--- src/rtl/median_filter_pkg.sv ---
// Shared types for the median filter datapath and its frame controller.
package median_filter_pkg;

  typedef struct packed {
    logic [7:0] red;
    logic [7:0] green;
    logic [7:0] blue;
  } pixel_t;

  typedef enum logic [2:0] {
    IDLE,
    CLEAR,
    STREAM,
    DRAIN,
    DONE
  } ctrl_state_t;

endpackage

--- src/rtl/median_frame_ctrl.sv ---
// Frame sequencer for the median filter: clears the filter, streams one frame of
// pixels into it, waits for the filter to drain, then reports completion or timeout.
module median_frame_ctrl
  import median_filter_pkg::*;
#(
  parameter int IMAGE_LEN     = 1080,
  parameter int IMAGE_HEIGHT  = 720,
  parameter int DRAIN_TIMEOUT = 64,
  parameter int CLEAR_CYCLES  = 2
) (
  input  logic        clk,
  input  logic        rst,
  input  logic        start_i,
  input  logic        abort_i,
  input  logic        src_valid_i,
  input  logic [23:0] src_pixel_i,
  output logic        src_ready_o,
  output logic        filt_rst_o,
  output logic        filt_valid_o,
  output logic [23:0] filt_pixel_o,
  input  logic        filt_out_valid_i,
  output logic        busy_o,
  output logic        done_o,
  output logic        err_o
);

  localparam int NPIX  = IMAGE_LEN * IMAGE_HEIGHT;
  localparam int NOUT  = (IMAGE_LEN - 1) * (IMAGE_HEIGHT - 1);
  localparam int CNT_W = $clog2(NPIX + 1);
  localparam int TMO_W = $clog2(DRAIN_TIMEOUT + 1);
  localparam int CLR_W = $clog2(CLEAR_CYCLES + 1);

  ctrl_state_t      state_q, state_d;
  logic [CNT_W-1:0] in_cnt_q, in_cnt_d;
  logic [CNT_W-1:0] out_cnt_q, out_cnt_d;
  logic [CNT_W-1:0] out_sum;
  logic [TMO_W-1:0] tmo_cnt_q, tmo_cnt_d;
  logic [CLR_W-1:0] clr_cnt_q, clr_cnt_d;
  logic             abort_q, abort_d;
  logic             err_q, err_d;
  pixel_t           pix_in;

  assign pix_in = pixel_t'(src_pixel_i);

  always_ff @(posedge clk) begin
    if (rst) begin
      state_q   <= IDLE;
      in_cnt_q  <= '0;
      out_cnt_q <= '0;
      tmo_cnt_q <= '0;
      clr_cnt_q <= '0;
      abort_q   <= 1'b0;
      err_q     <= 1'b0;
    end else begin
      state_q   <= state_d;
      in_cnt_q  <= in_cnt_d;
      out_cnt_q <= out_cnt_d;
      tmo_cnt_q <= tmo_cnt_d;
      clr_cnt_q <= clr_cnt_d;
      abort_q   <= abort_d;
      err_q     <= err_d;
    end
  end

  always_comb begin
    state_d      = state_q;
    in_cnt_d     = in_cnt_q;
    out_cnt_d    = out_cnt_q;
    tmo_cnt_d    = tmo_cnt_q;
    clr_cnt_d    = clr_cnt_q;
    abort_d      = abort_q;
    err_d        = err_q;
    src_ready_o  = 1'b0;
    filt_valid_o = 1'b0;
    filt_pixel_o = '0;
    // Drain completion counts the valid arriving in the current cycle.
    out_sum      = out_cnt_q + CNT_W'(filt_out_valid_i);

    unique case (state_q)
      IDLE: begin
        if (start_i) begin
          state_d   = CLEAR;
          clr_cnt_d = '0;
          abort_d   = 1'b0;
          err_d     = 1'b0;
        end
      end
      CLEAR: begin
        in_cnt_d  = '0;
        out_cnt_d = '0;
        tmo_cnt_d = '0;
        if (clr_cnt_q == CLR_W'(CLEAR_CYCLES - 1)) begin
          clr_cnt_d = '0;
          state_d   = abort_q ? IDLE : STREAM;
        end else begin
          clr_cnt_d = clr_cnt_q + CLR_W'(1);
        end
      end
      STREAM: begin
        src_ready_o  = 1'b1;
        filt_valid_o = src_valid_i;
        filt_pixel_o = pix_in;
        if (filt_out_valid_i) out_cnt_d = out_sum;
        if (src_valid_i) begin
          in_cnt_d = in_cnt_q + CNT_W'(1);
          if (in_cnt_q == CNT_W'(NPIX - 1)) begin
            state_d   = DRAIN;
            tmo_cnt_d = '0;
          end
        end
      end
      DRAIN: begin
        out_cnt_d = out_sum;
        tmo_cnt_d = tmo_cnt_q + TMO_W'(1);
        if (out_sum >= CNT_W'(NOUT)) begin
          state_d = DONE;
        end else if (tmo_cnt_q == TMO_W'(DRAIN_TIMEOUT - 1)) begin
          err_d   = 1'b1;
          state_d = DONE;
        end
      end
      DONE: state_d = IDLE;
      default: state_d = IDLE;
    endcase

    // Abort re-runs the clear sequence and then parks in IDLE; error flag is kept.
    if (abort_i && (state_q != IDLE)) begin
      state_d   = CLEAR;
      clr_cnt_d = '0;
      abort_d   = 1'b1;
      in_cnt_d  = '0;
      out_cnt_d = '0;
      tmo_cnt_d = '0;
      err_d     = err_q;
    end
  end

  assign filt_rst_o = rst | (state_q == CLEAR);
  assign busy_o     = (state_q != IDLE);
  assign done_o     = (state_q == DONE);
  assign err_o      = err_q;

endmodule

--- config.mk ---
export PLATFORM = sky130hd
export DESIGN_NAME = median_frame_ctrl
export DESIGN_NICKNAME = d
export VERILOG_FILES = /design/src/rtl/median_filter_pkg.sv /design/src/rtl/median_frame_ctrl.sv
export SDC_FILE = /design/constraint.sdc
export NUM_CORES = 1
export LEC_CHECK = 0
export BUFFER_PORTS_ARGS = -buffer_cell sky130_fd_sc_hd__buf_2
export CAP_MARGIN = 30
export CORE_MARGIN = 1
export CORE_UTILIZATION = 60
export DETAILED_ROUTE_END_ITERATION = 8
export PLACE_DENSITY = 0.85
export SKIP_CTS_REPAIR_TIMING = 1
export SLEW_MARGIN = 20
export SYNTH_ARGS = -nofsm -noshare
export SYNTH_HDL_FRONTEND = slang
export SYNTH_SLANG_ARGS = --single-unit
--- constraint.sdc ---
create_clock -name clk -period 4 [get_ports clk]
set_clock_uncertainty 0.2 [all_clocks]
set_input_delay 0.8 -clock clk [delete_from_list [all_inputs] [get_ports clk]]
set_output_delay 0.8 -clock clk [all_outputs]
set_load 0.01 [all_outputs]
Word level (Yosys, flattened, before mapping)
Index checks and enable logic that the tools add are counted.

Order comparisons: 1. Equal/unequal tests: 20. Reductions and logical operators: 18. $add $sub $neg: 4. Bitwise gates (word level): 2. Multiplexer cells: 28.

Operator list (number): $pmux 20 s3 (1); $mux 20 (2); $pmux 20 s2 (1); $mux 24 (1); $pmux 7 s3 (1); $add 20x1->20 (1); $add 20x1->20 const B (1); $eq 20x20->1 const B (1); $ge 20x20->1 const B (1); $mux 3 (6); $ne 3x3->1 const B (5); $reduce_and 5->1 (3); $mux 7 (2); $ne 2x2->1 const B (7); $pmux 3 s4 (1); $reduce_bool 2->1 (5); $mux 1 (8); $reduce_and 2->1 (4); $add 7x1->7 const B (1); $eq 7x6->1 const B (1); $eq 3x2->1 const B (2); $mux 2 (3); $reduce_bool 3->1 (2); $ne 4x4->1 const B (1); other kinds (12) (12).

Bits in registers: 54. Bits of input ports: 30. Output and inout port bits: 30. Logic and storage cells: 81.

Logic depth before layout (Yosys ltp)
Depth after elaboration: 5. Depth in mapped cells: 9. Mapped depth without buffers: 8.

Worst setup path after synthesis
Ideal clock, no wire load.

Path kind: input to register. Start point: input filt_out_valid_i. End point: register state_q[2]. Data arrival time: 2.591 ns. Slack: 1.149 ns. Stages: 9. Required time: 3.740 ns. Cells stage by stage: ha_1 -> nand4_2 -> or3_1 -> clkbuf_2 -> or4_1 -> nand3_1 -> o31ai_2 -> o21ai_2 -> and3_1.

Cells in the longest elaborated chain, start to end: 4. Elaborated cells between the ends (all ways): 6.

RTL lines: start, declared (RTL line median_frame_ctrl.sv:21) `input logic filt_out_valid_i,`; $add 20x1->20 * (RTL line median_frame_ctrl.sv:77) `out_sum = out_cnt_q + CNT_W'(filt_out_valid_i);`; $ge 20x20->1 * (RTL line median_frame_ctrl.sv:115) `if (out_sum >= CNT_W'(NOUT)) begin`; $ne 3x3->1 (no source line) / $mux 3 (equally long branches); $reduce_and 5->1 (no source line) / $pmux 3 s4 (equally long branches); end signal, assigned (RTL line median_frame_ctrl.sv:55) `state_q <= state_d;`; end, declared (RTL line median_frame_ctrl.sv:33) `ctrl_state_t state_q, state_d;`.

Every way passes the cells marked *; elsewhere a longest branch is shown, timed or not. A chain may end at the register's enable or synchronous reset.

Worst setup path in the final report
Same ends and word-level chain as after synthesis.

==> impl_metrics.yaml <==
outcome:
  status: "complete, no violations"
yosys:
  synth_ff_type: "dfxtp_1"
  yosys_warnings: 0
  async_flop_share: 0
  ys_ff_latch: 54
  yosysSeqAreaShare: 0.3264
  syn_nets: 472
  synthCells: 438
  synth_edf_count: 0
  synth.avg_cell_area_um2: 7.561
  synth_largest_area_cell: "dfxtp_1"
  synth.distinct_cells: 57
  syn_area_um2: 3312
  yosysMostFrequentCell: "dfxtp_1"
  yosys.area.top_type_share: 0.3264
  synth_top_cells_by_area: "dfxtp_1 (33%), and2_1 (5.5%), nor2_1 (5.3%)"
  synthTopCellsByCount: "dfxtp_1 (54), nor2_1 (47), nand2_1 (42)"
floorplanning:
  die-area_um2: 5821
  die_x_um: 76.30
  coreArea_um2: 5205
  io_pins: 60
  initial_core_util: 0.6363
  num_rows: 26
  die_height_um: 76.30
worst_setup_path:
  crit_path_start_kind: "input pin"
  required_ns: 4.01
  cp_max_fo: 16
  end_kind: "flip-flop"
  criticalPathCategory: "input pin to flip-flop"
  crit_arrival_ns: 2.95
timing:
  period_share: 0.7347
  rsz0062_at_grt: "no"
  hold_violations: 0
  holdWs_ns: 0.2842
  finalSetupViolCount: 0
  worst_slack_ns: 1.061
  worst_pin_slew_ns: 0.6505
  tns_ns: 0
  maxSlewHeadroom: 0.5644
  min_period_ns: 2.939
  slew_viol_final: 0
  clock.fmax_mhz: 340.3
global_routing:
  antenna_found_initial: 0
  grt_first_pass_wirelength_um: 13370
  grt_usage: 0.2739
  grt_start_max_net_pins: 30
  first_global_vias: 2966
  overflow: 0
place:
  io_buffers: 59
  pre_cts_slack_ns: 0.7419
  place_area_um2: 3561
  hpwl_um: 5664
  post-place-cells: 538
  gp_congestion: 0.9220
routing:
  vias: 3229
  vias_per_cell: 5.903
  dr.pass1.iters: 5
  ant_nets: 0
  remaining_drc_errors: 0
  wl_per_cell_um: 14.41
  wl_um: 7885
  drtIter0Drc: 166
clock_network:
  clockRootBuffer: "clkbuf_8"
  htreeDepth: 2
  insertion_delay_ns: 0.31
  cts_buffers: 5
  cts_tree: "done"
  path_clk_slew_ns: 0.10
  cts_max_path_buffers: 2
  clock_sinks: 54
pwr:
  vdd_ir_drop_max_v: 0.0002508
  p_leak_nw: 1.397
  total_power_mw: 1.057
  power_density_nw_per_um2: 286.3
layout:
  regArea_um2: 1081
  post_layout_nonfiller_instances: 547
  syn_to_final_growth_pct: 11.48
  postLayoutCoreUtil: 0.7094
  nFillCells: 428
  antenna_cells: 0
  fin_nets: 510
  drive_above_1_share: 0.1719
  multi_input_area_um2: 2048
  postLayoutCellArea_um2: 3692
min_path:
  min_path_type: "flip-flop to flip-flop"
flow_run:
  max_cap_violations: 0
## registers in the layout, summed over array words and instances (netlist names)
signal,cells
clr_cnt_q,2
tmo_cnt_q,7
in_cnt_q,20
state_q,3
abort_q,1
out_cnt_q,20
err_o,1
## layout make-up
type / count / area share
clock buffers: 5 / 0.01864
clock inverters: 3 / 0.01288
inverters: 5 / 0.005083
multi-input cells: 346 / 0.5547
flip-flops and latches: 54 / 0.2928
well taps: 70 / 0.02372
repair buffers: 64 / 0.09217
## layout by cell type, fill, tap and decap left out, types with 2 or more instances in the layout
cell type,instances
buf_2,59
dfxtp_1,54
nor2_1,47
nand2_1,42
a21oi_1,33
and2_1,29
o21ai_0,21
nand3_1,19
xor2_1,17
nor3_1,14
nand4_1,12
and3_1,9
or3_1,7
xnor2_1,7
nor4_1,6
nand2b_1,5
inv_1,5
a311oi_1,5
a211oi_1,5
a22oi_1,5
nand3b_1,5
clkbuf_8,5
or2_2,4
a31oi_1,4
nor2b_1,4
ha_1,4
buf_4,4
o211ai_1,3
o211a_1,3
or4_1,3
o21ai_1,3
nor3b_1,3
and4_1,3
o221ai_1,2
nor4b_1,2
## power by group
part | internal [mW] | switching (mW) | leakage, nW
Combinational | 0.0482 | 0.0786 | 0.903
Sequential | 0.541 | 0.00752 | 0.435
Clock | 0.190 | 0.191 | 0.0587
## path summary, 6_finish.rpt
check                                    end  slack [ns]        startpoint  cells past startpoint
worst max-delay path              state_q[2]        1.06  filt_out_valid_i                      9
worst min-delay path            clr_cnt_q[1]        0.28      clr_cnt_q[1]                      1
worst max register to register    state_q[2]        1.26      out_cnt_q[2]                      7
worst min register to register  clr_cnt_q[1]        0.28      clr_cnt_q[1]                      1
## layer usage
metal | up-vias | part of all wire | global-route usage | wire, um
li1 | 1634 | - | - | -
met5 | - | 0 | 0 | 0
met1 | 1498 | 0.44 | 0.3480 | 3482
met4 | 0 | 0.012 | 0.08654 | 93
met2 | 87 | 0.50 | 0.4703 | 3912
met3 | 10 | 0.050 | 0.04671 | 398
## logic make-up after synthesis
family                   count (synthesis)  share of synthesized area
AND/OR/NAND/NOR                        224                     0.3619
adder cells (fa/ha/maj)                  4                    0.01511
AO/OA/AOI/OAI                           93                     0.1749
flip-flops                              54                     0.3264
multiplexers                             1                   0.003022
buffers and inverters                   38                    0.05516
XOR/XNOR                                24                    0.06347
## critical path: stages
cell and delay (ns):
buf_2 0.13, ha_1 0.47, nand4_1 0.17, nor4_2 0.39, nand3_1 0.14, xnor2_1 0.19
a211oi_1 0.37, o21ai_2 0.11, and3_1 0.18
Power figures use the tool's default switching activity.
